## src/rtl/mrs.sv

```systemverilog
// mrs: accumulator-operand source selector.
// Steers the accumulator or memory read word onto a single operand bus.
// It also keeps a one-cycle registered copy of the operand, the select,
// and zero/negative flags for the control unit and for debug visibility.
module mrs #(
   parameter int WIDTH = 16
) (
   input  logic             clk,
   input  logic             reset,
   input  logic [WIDTH-1:0] inAc,
   input  logic [WIDTH-1:0] inMem,
   input  logic             choice,
   output logic [WIDTH-1:0] out,
   output logic [WIDTH-1:0] out_q,
   output logic             choice_q,
   output logic             zero_q,
   output logic             neg_q,
   output logic             sel_changed
);

   // Operand bus: a plain two-way steer with no arithmetic applied.
   // The conditional operator is used instead of an if/else. An unknown
   // select then merges both sources and yields X where they differ,
   // rather than quietly falling through to one branch.
   always_comb begin
      out = choice ? inMem : inAc;
   end

   // ---- stage boundary: operand bus -> registered copies ----
   // Snapshot the operand, select and flags every cycle.
   // Reset clears everything asynchronously. zero_q resets to 1 so that it
   // agrees with the cleared out_q.
   always_ff @(posedge clk or posedge reset) begin
      if (reset) begin
         out_q       <= '0;
         choice_q    <= 1'b0;
         zero_q      <= 1'b1;
         neg_q       <= 1'b0;
         sel_changed <= 1'b0;
      end else begin
         out_q       <= out;
         choice_q    <= choice;
         zero_q      <= (out == '0);
         neg_q       <= out[WIDTH-1];
         sel_changed <= (choice != choice_q);
      end
   end

endmodule

```

## config.mk

```make
export PLATFORM = sky130hd
export DESIGN_NAME = mrs
export DESIGN_NICKNAME = d
export VERILOG_FILES = /design/src/rtl/mrs.sv
export SDC_FILE = /design/constraint.sdc
export NUM_CORES = 1
export LEC_CHECK = 0
export CAP_MARGIN = 0
export CORE_MARGIN = 1
export CORE_UTILIZATION = 30
export DETAILED_ROUTE_END_ITERATION = 8
export GPL_TIMING_DRIVEN = 0
export PLACE_DENSITY = 0.87
export SYNTH_ARGS = -nofsm -noshare
export SYNTH_HDL_FRONTEND = slang
export SYNTH_SLANG_ARGS = --single-unit
```

## constraint.sdc

```tcl
create_clock -name clk -period 2.14 [get_ports clk]
set_input_delay 0.321 -clock clk [delete_from_list [all_inputs] [get_ports clk]]
set_output_delay 0.321 -clock clk [all_outputs]
set_load 0.02 [all_outputs]
```

**Word-level counts from Yosys, hierarchy flattened**

Index checks and enable logic that the tools add are counted.

- Bits in registers: 20
- Input port bits: 35
- Output and inout bits: 36
- Logic and storage cells: 8

- Eq/ne operators: 1
- Multiplexer cells: 1
- Reduce and logical (&&, ||, !) cells: 1

Operators by type and width:

| cell | number |
|---|---|
| $logic_not 16->1 | 1 |
| $mux 16 | 1 |
| $ne 1x1->1 | 1 |

**Depth between registers and ports, before layout**

- Depth after elaboration: 2
- Depth in mapped cells: 5
- Gate-level depth less buffers: 3

**Least setup slack after synthesis**

No wires, ideal clock.

- Kind: in2reg
- Start point: input choice
- End point: register zero_q
- Setup time: 0.063 ns
- Arrival time: 1.304 ns
- Required time: 2.077 ns
- Setup slack: 0.773 ns
- Stages: 5
- Path buffers: 2
- Cells stage by stage: buf_6 -> buf_12 -> mux2_4 -> nor4_2 -> and4_1

- Cells in the longest elaborated chain, start to end: 2

Ends and longest elaborated chain:

| element | RTL line | RTL |
|---|---|---|
| start: declaration | 12 | `input logic choice,` |
| $mux 16 | 26 | `out = choice ? inMem : inAc;` |
| via out[11] | 13 | `output logic [WIDTH-1:0] out,` |
| $logic_not 16->1 | 43 | `zero_q <= (out == '0);` |
| end signal: assignment | 43 |  |
| end: declaration | 16 | `output logic zero_q,` |

The timed path passes the listed nets, and every way through them passes these cells.

**Worst setup path after layout**

- Start point: input choice
- End point: output out[13]

- Cells in the longest elaborated chain, start to end: 1

Ends and longest elaborated chain:

| element | RTL line |
|---|---|
| $mux 16 | 26 |
| end: declaration | 13 |

Every way passes these cells.

==> flow_metrics.py <==
metrics = {
    "run_status": {
        "status": "finished clean",
    },
    "power_and_ir_drop": {
        "vdd_drop_max_mv": 0.343,
        "sequentialPowerShare_pct": 45.9,
        "power_frac_comb_pct": 33.9,
        "swShare_pct": 28.3,
        "p_int_uw": 612,
        "p_sw_uw": 242,
        "power.density_nw_per_um2": 557,
        "power.leakage_uw": 0.000653,
        "pwr-share-clk_pct": 20.3,
    },
    "floorplan": {
        "die_h_um": 53.3,
        "rows": 18,
        "core_um2": 2480,
        "start_util_pct": 31.9,
        "io_pins": 71,
        "die_width_um": 53.3,
        "dieArea_um2": 2850,
    },
    "routing": {
        "vias": 681,
        "drc": 0,
        "first_pass_iters": 1,
        "wl_per_cell_um": 13.7,
        "final_antenna_net_count": 0,
        "drt_iter0_drc": 0,
        "drt_wl_total_um": 2080,
        "vias_per_cell": 4.48,
    },
    "setup_path": {
        "critPathRequiredTime_ns": 1.82,
        "worstSetupStartpointType": "primary input",
        "end_kind": "primary output",
        "arrival_ns": 1.76,
        "crit_type": "in2out",
        "crit_fanout": 5,
    },
    "global_route": {
        "antenna_found_initial": 0,
        "grt_use_total_pct": 15.9,
        "grt_pass1_wl_um": 3110,
        "grt_max_degree": 20,
        "grt_pass1_vias": 736,
        "overflow": 0,
    },
    "synth": {
        "ys_seq_area_share_pct": 60.3,
        "ys_ff_latch": 19,
        "synth_fp_nets": 82,
        "synth_cell_types": 15,
        "synth_top_area_share_pct": 57.0,
        "avgSynthCellArea_um2": 16.8,
        "synthCells": 47,
        "synth_area_leader_cell": "dfrtp_1",
        "synthTopCellsByArea": "dfrtp_1, mux2_2, mux2_4",
        "synthesis.area_um2": 791,
        "ys_warn_count": 0,
    },
    "sta": {
        "setup_tns_ns": 0,
        "slew_headroom_pct": 53.9,
        "finalHoldViolations": 0,
        "fmax_mhz": 480,
        "slew_viol_final": 0,
        "setup_violations": 0,
        "post-route-period-util_pct": 97.4,
        "whs_ns": 0.432,
        "fin_skew_ns": 0.000157,
        "layout_setup_ws_ns": 0.0557,
        "min_period_ns": 2.08,
        "tightestPinTransition_ns": 0.691,
        "rsz0062_at_grt": "no",
    },
    "cts": {
        "root_buffer": "clkbuf_4",
        "clkTransAtPathRegs_ns": 0.10,
        "postCtsSetupBuffers": 0,
        "cts_sinks": 19,
        "cts_tree": "done",
        "worstSkewPairLatency_ns": 0.28,
        "clockBufferDepth": 2,
        "cts.htree.levels": 1,
        "cts_hold_buf": 0,
        "cts_buffers": 3,
    },
    "flow_run": {
        "cap_violations": 0,
    },
    "final_layout": {
        "final_nets": 158,
        "n_antenna_cell": 0,
        "area_delta_synth_final_pct": 93.8,
        "drive_above_1_share_pct": 25.4,
    },
    "placed_design": {
        "routabilityCongestion": 0.621,
        "detailed_place_hpwl_um": 1690,
        "place_ws_ns": -0.257,
        "portBuffers": 70,
    },
    "hold_path": {
        "hold_path.class": "in2async",
    },
}
==> cells in the mapped netlist <==
cell	n
or4_1	1
buf_6	1
o22ai_1	1
dfstp_2	1
xor2_1	1
dfrtp_1	18
nor4_1	1
and4_1	1
buf_4	1
buf_12	1
inv_1	1
nor4_2	2
mux2_4	5
mux2_2	11
or4b_1	1
==> flip-flops by register name, summed over array words and instances, names as in the netlist <==
name and count:
choice_q 1, sel_changed 1, out_q 15, zero_q 1, neg_q 1
==> worst max-delay path, cell delays in order <==
cell	delay (ns)
clkdlybuf4s50_1	0.52
buf_2	0.21
mux2_2	0.38
dlygate4sd2_1	0.33
==> timing repair <==
action,in CTS,in global routing
gates resized for setup,20,9
setup endpoints to repair,16,9
gates cloned,1,0
==> per-stage QoR <==
stage	power [uW]	cells	cell area, um2	util [%]
floorplan	532	47	791	-
global placement	700	147	1530	61.7
detailed placement	707	147	1530	61.7
CTS	870	152	1550	62.4
global route	900	152	1530	61.9
finish	854	152	1530	61.9
==> cell families after synthesis <==
| logic type | share of synthesized area, % |
|---|---|
| AO/OA/AOI/OAI | 0.792 |
| XOR/XNOR | 1.11 |
| buffers and inverters | 5.38 |
| flip-flops | 60.3 |
| multiplexers | 25.2 |
| AND/OR/NAND/NOR | 7.28 |
==> power by group through the flow <==
stage          Combinational, uW  Sequential [uW]  Clock [uW]
2_1_floorplan               98.4              434           0
3_3_place_gp                 302              398           0
3_5_place_dp                 308              399           0
4_1_cts                      295              392         183
5_1_grt                      308              394         199
6_report                     289              391         173
==> placed cells by master, fill, tap and decap left out <==
cell type | netlist | routed
and4_1 | 1 | 1
buf_12 | 1 | 1
buf_2 | 0 | 1
buf_4 | 1 | 1
buf_6 | 1 | 1
clkbuf_2 | 0 | 4
clkbuf_4 | 0 | 3
clkdlybuf4s15_1 | 0 | 5
clkdlybuf4s50_1 | 0 | 54
clkinv_2 | 0 | 1
dfrtp_1 | 18 | 18
dfstp_2 | 1 | 1
dlygate4sd2_1 | 0 | 7
inv_1 | 1 | 1
mux2_2 | 11 | 11
mux2_4 | 5 | 5
nor4_1 | 1 | 1
nor4_2 | 2 | 2
o22ai_1 | 1 | 1
or4_1 | 1 | 1
or4b_1 | 1 | 1
xor2_1 | 1 | 1
==> area by class of cell <==
class	instances	area [um2]
plain buffers	3	38.8
clock buffers	3	22.5
flip-flops and latches	19	477
fillers	229	945
repair buffers	71	677
well taps	30	37.5
inverters	1	3.75
multi-input cells	24	272
clock inverters	1	5.00
==> worst paths after layout <==
check / startpoint / to / slack (ns) / cells after the start
worst max-delay path: choice / out[13] / 0.06 / 4
worst min-delay path: reset / out_q[13] / 0.43 / 2
worst max register to register: choice_q / sel_changed / 1.49 / 1
worst min register to register: choice_q / sel_changed / 0.48 / 1
max in group asynchronous: reset / out_q[14] / 1.27 / 2
min in group clk: choice_q / sel_changed / 0.48 / 1
==> layer usage <==
metal	wire, um	GRT usage [%]	share of wire, %	vias up
li1	-	-	-	320
met1	667	14.9	32	309
met2	1170	32.5	57	50
met3	216	2.59	10	2
met4	18	6.58	0.87	0
met5	0	0	0	-
Power figures use the tool's default switching activity.
